File: src/rtl/multicycle_controller.sv
// ============================================================================
//  Module      : multicycle_controller
//  Description : Multi-cycle main control FSM for the RISC-V core. It sequences
//                one shared memory port and one ALU through fetch, decode,
//                execute, memory and writeback. It also traps on illegal
//                opcodes and on memory timeouts.
//  Revision    : 1.0 - initial release
// ============================================================================
`default_nettype none

module multicycle_controller #(
    parameter int ALUOP_W        = 2,
    parameter int TIMEOUT_CYCLES = 16,
    parameter int ENABLE_JAL     = 1
) (
    input  logic               clk,
    input  logic               rst_n,
    input  logic [6:0]         opcode,
    input  logic               zero,
    input  logic               mem_ready,
    output logic               mem_req,
    output logic               mem_we,
    output logic               adr_src,
    output logic               ir_write,
    output logic               pc_write,
    output logic               reg_write,
    output logic [1:0]         alu_src_a,
    output logic [1:0]         alu_src_b,
    output logic [ALUOP_W-1:0] alu_op,
    output logic [1:0]         result_src,
    output logic               instr_done,
    output logic               fault,
    output logic [1:0]         fault_code,
    output logic [3:0]         state
);

    localparam int c_cnt_w = (TIMEOUT_CYCLES > 0) ? $clog2(TIMEOUT_CYCLES + 1) : 1;
    localparam logic [c_cnt_w-1:0] c_cnt_last =
        c_cnt_w'((TIMEOUT_CYCLES > 0) ? (TIMEOUT_CYCLES - 1) : 0);

    localparam logic [ALUOP_W-1:0] c_alu_add   = '0;
    localparam logic [ALUOP_W-1:0] c_alu_sub   = ALUOP_W'(1);
    localparam logic [ALUOP_W-1:0] c_alu_funct = ALUOP_W'(2);

    localparam logic [6:0] c_op_r      = 7'b0110011;
    localparam logic [6:0] c_op_i      = 7'b0010011;
    localparam logic [6:0] c_op_load   = 7'b0000011;
    localparam logic [6:0] c_op_store  = 7'b0100011;
    localparam logic [6:0] c_op_branch = 7'b1100011;
    localparam logic [6:0] c_op_jal    = 7'b1101111;

    localparam logic [1:0] c_fc_illegal = 2'b01;
    localparam logic [1:0] c_fc_timeout = 2'b10;

    typedef enum logic [3:0] {
        S_RST     = 4'd0,
        S_FETCH   = 4'd1,
        S_DECODE  = 4'd2,
        S_EXEC_R  = 4'd3,
        S_EXEC_I  = 4'd4,
        S_MEM_ADR = 4'd5,
        S_MEM_RD  = 4'd6,
        S_MEM_WR  = 4'd7,
        S_ALU_WB  = 4'd8,
        S_MEM_WB  = 4'd9,
        S_BRANCH  = 4'd10,
        S_JAL     = 4'd11,
        S_TRAP    = 4'd12
    } state_e;

    state_e             state_q, state_d;
    logic [c_cnt_w-1:0] cnt_q, cnt_d;
    logic [1:0]         fault_code_q, fault_code_d;
    logic               is_store_q, is_store_d;

    logic w_wait;
    logic w_timeout;

    assign w_wait = (state_q == S_FETCH) || (state_q == S_MEM_RD) || (state_q == S_MEM_WR);
    // The trap fires on the cycle the stall count would reach the limit; a ready in that cycle wins.
    assign w_timeout = (TIMEOUT_CYCLES != 0) && w_wait && !mem_ready && (cnt_q == c_cnt_last);

    always_comb begin
        state_d      = state_q;
        cnt_d        = '0;
        fault_code_d = fault_code_q;
        is_store_d   = is_store_q;
        mem_req      = 1'b0;
        mem_we       = 1'b0;
        adr_src      = 1'b0;
        ir_write     = 1'b0;
        pc_write     = 1'b0;
        reg_write    = 1'b0;
        alu_src_a    = 2'b00;
        alu_src_b    = 2'b00;
        alu_op       = c_alu_add;
        result_src   = 2'b00;
        instr_done   = 1'b0;
        fault        = 1'b0;

        if ((TIMEOUT_CYCLES != 0) && w_wait && !mem_ready && !w_timeout) begin
            cnt_d = cnt_q + c_cnt_w'(1);
        end

        case (state_q)
            S_RST: begin
                state_d = S_FETCH;
            end
            S_FETCH: begin
                mem_req    = 1'b1;
                alu_src_b  = 2'b10;
                result_src = 2'b10;
                if (mem_ready) begin
                    ir_write = 1'b1;
                    pc_write = 1'b1;
                    state_d  = S_DECODE;
                end else if (w_timeout) begin
                    state_d      = S_TRAP;
                    fault_code_d = c_fc_timeout;
                end
            end
            S_DECODE: begin
                alu_src_a  = 2'b01;
                alu_src_b  = 2'b01;
                is_store_d = (opcode == c_op_store);
                case (opcode)
                    c_op_r:                 state_d = S_EXEC_R;
                    c_op_i:                 state_d = S_EXEC_I;
                    c_op_load, c_op_store:  state_d = S_MEM_ADR;
                    c_op_branch:            state_d = S_BRANCH;
                    c_op_jal: begin
                        if (ENABLE_JAL != 0) begin
                            state_d = S_JAL;
                        end else begin
                            state_d      = S_TRAP;
                            fault_code_d = c_fc_illegal;
                        end
                    end
                    default: begin
                        state_d      = S_TRAP;
                        fault_code_d = c_fc_illegal;
                    end
                endcase
            end
            S_EXEC_R: begin
                alu_src_a = 2'b10;
                alu_src_b = 2'b00;
                alu_op    = c_alu_funct;
                state_d   = S_ALU_WB;
            end
            S_EXEC_I: begin
                alu_src_a = 2'b10;
                alu_src_b = 2'b01;
                alu_op    = c_alu_funct;
                state_d   = S_ALU_WB;
            end
            S_MEM_ADR: begin
                alu_src_a = 2'b10;
                alu_src_b = 2'b01;
                state_d   = is_store_q ? S_MEM_WR : S_MEM_RD;
            end
            S_MEM_RD: begin
                mem_req = 1'b1;
                adr_src = 1'b1;
                if (mem_ready) begin
                    state_d = S_MEM_WB;
                end else if (w_timeout) begin
                    state_d      = S_TRAP;
                    fault_code_d = c_fc_timeout;
                end
            end
            S_MEM_WR: begin
                mem_req = 1'b1;
                mem_we  = 1'b1;
                adr_src = 1'b1;
                if (mem_ready) begin
                    instr_done = 1'b1;
                    state_d    = S_FETCH;
                end else if (w_timeout) begin
                    state_d      = S_TRAP;
                    fault_code_d = c_fc_timeout;
                end
            end
            S_ALU_WB: begin
                reg_write  = 1'b1;
                result_src = 2'b00;
                instr_done = 1'b1;
                state_d    = S_FETCH;
            end
            S_MEM_WB: begin
                reg_write  = 1'b1;
                result_src = 2'b01;
                instr_done = 1'b1;
                state_d    = S_FETCH;
            end
            S_BRANCH: begin
                alu_src_a  = 2'b10;
                alu_src_b  = 2'b00;
                alu_op     = c_alu_sub;
                result_src = 2'b00;
                pc_write   = zero;
                instr_done = 1'b1;
                state_d    = S_FETCH;
            end
            S_JAL: begin
                alu_src_a  = 2'b01;
                alu_src_b  = 2'b10;
                result_src = 2'b00;
                pc_write   = 1'b1;
                state_d    = S_ALU_WB;
            end
            S_TRAP: begin
                fault   = 1'b1;
                state_d = S_TRAP;
            end
            default: begin
                state_d = S_RST;
            end
        endcase
    end

    always_ff @(posedge clk or negedge rst_n) begin
        if (!rst_n) begin
            state_q      <= S_RST;
            cnt_q        <= '0;
            fault_code_q <= 2'b00;
            is_store_q   <= 1'b0;
        end else begin
            state_q      <= state_d;
            cnt_q        <= cnt_d;
            fault_code_q <= fault_code_d;
            is_store_q   <= is_store_d;
        end
    end

    assign fault_code = fault_code_q;
    assign state      = state_q;

endmodule

`default_nettype wire
File: config.mk
export PLATFORM = sky130hd
export DESIGN_NAME = multicycle_controller
export DESIGN_NICKNAME = d
export VERILOG_FILES = /design/src/rtl/multicycle_controller.sv
export SDC_FILE = /design/constraint.sdc
export NUM_CORES = 1
export LEC_CHECK = 0
export CORE_MARGIN = 4
export CORE_UTILIZATION = 44
export CTS_CLUSTER_DIAMETER = 30
export DETAILED_ROUTE_END_ITERATION = 10
export GPL_ROUTABILITY_DRIVEN = 0
export PLACE_DENSITY = 0.91
export SYNTH_ARGS = -nofsm -noshare
export SYNTH_HDL_FRONTEND = slang
export SYNTH_SLANG_ARGS = --single-unit
export TNS_END_PERCENT = 1
File: constraint.sdc
create_clock -name clk -period 2.3 [get_ports clk]
set_input_delay 0.46 -clock clk [delete_from_list [all_inputs] [get_ports clk]]
set_output_delay 0.46 -clock clk [all_outputs]
set_load 0.05 [all_outputs]
==> impl.org <==
** Run status
- The flow ran to the end, and the final reports show no timing, DRC or antenna violations.

** Setup path
- Crit-path leading delay family :: flip-flops
- Critical path arrival :: approximately 1.7 ns
- STA classifies the critical path startpoint as a flop.
- The worst setup path is captured at an output port.
- CP max-delay cell :: dfrtp_2
- Critical path start-end classification :: flop to output port
- Buf+Inv Stages, Crit Path :: 1
- Of all nets on the critical path, the largest fanout is 17.
- For the worst setup path, the data required time is between 1.5 and 2 ns.
- In this design, the stage delay of the slowest critical-path cell is 0.53 ns.
- Crit-path cells :: nor2b_2 > nand2_1 > o21a_1 > nor2_1 > buf_12

** Clock network
- Deepest clock path buffer count :: 2
- Clock Latency Late Sink :: between 0.2 and 0.3 ns
- TritonCTS Buffers :: 3
- Clock tree synthesis selected as its root buffer the cell clkbuf_4.
- Maximum level of the CTS H-tree :: 1
- Clock tree from TritonCTS :: yes
- Clock slew seen by the registers of the worst setup and hold paths :: 0.08 ns
- Number of sinks driven by the clock tree :: 12

** Cells and area
- Count of filler cells inserted in the layout :: approximately 150
- From synthesis to final layout, the design area changed by 62.1%.
- For this run, the post-layout net count is approximately 170.
- The post-route netlist has between 20% and 30% of its cells at a drive strength greater than 1.
- Cells fill roughly 75% of the core in the end.
- The number of antenna diodes in the final layout is 0.
- After the flow finishes, the layout carries non-filler instances totaling 181.

** GRT
- In the global route stage, overall resource usage came out at 22.5%.
- Global-route wire length before repair :: around 4800 microns
- Entering global routing, the biggest net connects 18 pins.
- Via count of the first global-routing pass :: roughly 1100
- After global routing the overflow that remains totals 0.
- Initial antenna violation count :: 0

** Logic synthesis
- The synthesized design contains 12 register bits.
- For this run, the number of Yosys warnings is 0.
- Post-synth top area share :: between 30 and 40%
- Sequential-to-total area share from yosys stat :: around 33%
- Counting every net in the synthesized netlist gives around 130.
- Cells after synthesis :: between 100 and 150
- Largest cells by area after synthesis :: dfrtp_1, nor2_1, a21oi_1
- A synthesized cell averages 7.74 sq um.
- Of all cell types, the one taking the most synthesized area is dfrtp_1.
- Count of different cell masters after synthesis :: 36
- Summing every instance area after synthesis gives around 900 sq um.

** Timing
- The number of max-slew violations in the final report was 0.
- Across the routed clock network, the largest skew measured is just over 0.005 ns.
- Headroom to the max-slew limit came out at roughly 64%.
- Hold Fails Final Rpt :: 0
- Maximum clock frequency :: 0.464 GHz
- Fraction of the cycle the final worst path needs :: 93.6%
- Least-Margin Pin Slew :: 0.535 ns
- Setup repair after global routing missed its margin :: false
- Fin crit period :: approximately 2.2 ns
- Setup violations remaining at the end of the flow were counted as 0.

** Floorplan
- Horizontal extent of the die :: 53.8 microns
- Once the floorplan was initialized, standard cells occupied ~46% of the core.
- The die covers 0.00289 sq mm.
- The die is approximately 54 microns tall.
- Number of placement rows :: 16
- The core region is slightly below 0.002 sq mm.
- Io pins :: 33

** Drt
- Drt wl/cell :: between 15 and 20 microns
- Highest signal layer in the routed design :: met4
- Post-DRT Antenna Nets :: 0
- For this run, design rule violations remaining after detail routing come to 0.
- For this block, wires on met1 add up to around 1100 microns.
- Summing over every cut layer, the via total after detailed routing is 1025.
- After detailed routing, the met2 layer carries between 1000 and 1500 microns of wire.
- Summed over all nets, wire length on met3 after detailed routing comes to about 190 microns.
- Total iterations of the first detailed-routing run :: 4
- Using the TritonRoute via totals, the vias-per-cell ratio works out to 5.66.
- The first routing iteration left 12 violations.
- Final wirelength :: 2740 microns

** Power and ir drop
- Leakage Power :: roughly 0.00066 uW
- Highest ir drop seen on vdd :: 1090 uV
- In this run the power density over the cells is around 1700 mW/mm^2.

** Min path
- The tightest min-delay check is of the flop to flop type.

** Placement
- The wire-length estimate of the detail-placed layout is around 2100 microns.
- IO buf count :: 32
- After detailed placement, the design holds a cell count of about 180.

** Job
- Max-Cap Viols :: 0
[sequential cells by signal, summed over array words and instances, names as in the netlist]
signal      cells
cnt_q           5
fault_code      2
is_store_q      1
state           4
[Yosys cell counts]
cell,count
ha_1,2
a21o_1,2
o32a_1,1
nor2_1,20
a41oi_1,1
dfrtp_1,12
or3_4,1
o21a_1,1
a21boi_0,1
o22ai_1,2
nand3_1,4
o21ai_0,4
nand2b_1,2
buf_1,1
a221oi_2,1
nand3b_1,1
xnor2_1,2
mux2_1,2
a21oi_1,9
and2_1,2
nor2b_1,4
nor3_1,5
nand2_1,12
o211ai_1,1
inv_1,5
o41ai_1,1
clkbuf_1,2
buf_2,3
a211o_1,1
a32o_1,1
o31a_1,1
xor2_1,3
and3_1,4
nor3b_1,3
nand2b_2,1
o21ai_2,1
[kinds of logic (layout without fill, tap and decap cells)]
logic type	after synthesis	after routing	share of synthesized area, %
multiplexers	2	2	2.45
buffers and inverters	11	46	4.89
AO/OA/AOI/OAI	28	28	21.1
AND/OR/NAND/NOR	59	59	31.5
XOR/XNOR	5	5	4.76
adder cells (fa/ha/maj)	2	2	2.72
flip-flops	12	12	32.6
[layout by cell type, fill, tap and decap left out, types with 4 or more instances in the layout]
master / instances
clkdlybuf4s50_1: 13
buf_12: 16
nor3_1: 4
nand3_1: 4
nand2_1: 12
o21ai_0: 4
and3_1: 4
inv_1: 5
dfrtp_1: 10
buf_4: 8
nor2_1: 20
a21oi_1: 9
[area by class of cell]
type                            instances  area, sq um  share of cell area (%)
Timing Repair Buffer                   37          510                    34.2
Inverter                                5         18.8                    1.26
Multi-Input combinational cell         96          591                    39.6
Clock buffer                            4         36.3                    2.43
Sequential cell                        12          303                    20.3
Tap cell                               27         33.8                    2.26
[worst paths after layout]
kind / start / end / slack, ns / cells past startpoint
max in group asynchronous: rst_n / state[0] / 1.38 / 1
max: state[1] / pc_write / 0.15 / 5
min in group asynchronous: rst_n / is_store_q / 0.53 / 1
min: cnt_q[0] / cnt_q[0] / 0.48 / 1
max reg2reg: cnt_q[0] / fault_code[0] / 0.16 / 8
min reg2reg: cnt_q[0] / cnt_q[0] / 0.48 / 1
[per-stage QoR]
| stage | total power, uW | TNS [ns] | cell area (sq um) | setup WS, ns | hold WS, ns |
|---|---|---|---|---|---|
| after global routing | 2720 | 0 | 1490 | 0.00563 | 0.512 |
| after detailed placement | 2380 | 0 | 1450 | 0.156 | 0.473 |
| after floorplan | 1520 | -1.80 | 931 | -0.349 | 0.164 |
| final | 2560 | 0 | 1490 | 0.147 | 0.476 |
| after CTS | 2560 | 0 | 1490 | 0.0233 | 0.483 |
| after global placement | 2330 | 0 | 1450 | 0.193 | 0.445 |
[power breakdown]
part | internal, uW | total [uW] | leakage [uW] | switching [uW]
logic | 837 | 2000 | 0.000487 | 1160
clock network | 96.4 | 169 | 0.0000210 | 72.5
registers | 279 | 396 | 0.000156 | 118
total | 1210 | 2560 | 0.000663 | 1350
[metal layers]
metal | track usage (%) | up-vias
li1 | - | 490
met1 | 26.2 | 487
met2 | 38.7 | 45
met3 | 4.16 | 3
met4 | 11.5 | 0
met5 | 0 | -
[worst reg2reg max path, stage by stage (launching register included)]
cell and delay (ns):
dfrtp_1 0.37, ha_1 0.19, and3_1 0.17, ha_1 0.18, nor2b_1 0.22, nand2_1 0.12
a221oi_2 0.34, o21ai_2 0.11, mux2_1 0.33
[timing repair]
| item | in CTS | in global routing |
|---|---|---|
| buffers inserted | 0 | 0 |
| setup endpoints to repair | 1 | 8 |
| gates resized for setup | 1 | 3 |
| hold buffers | 0 | 0 |
Power figures use the tool's default switching activity.
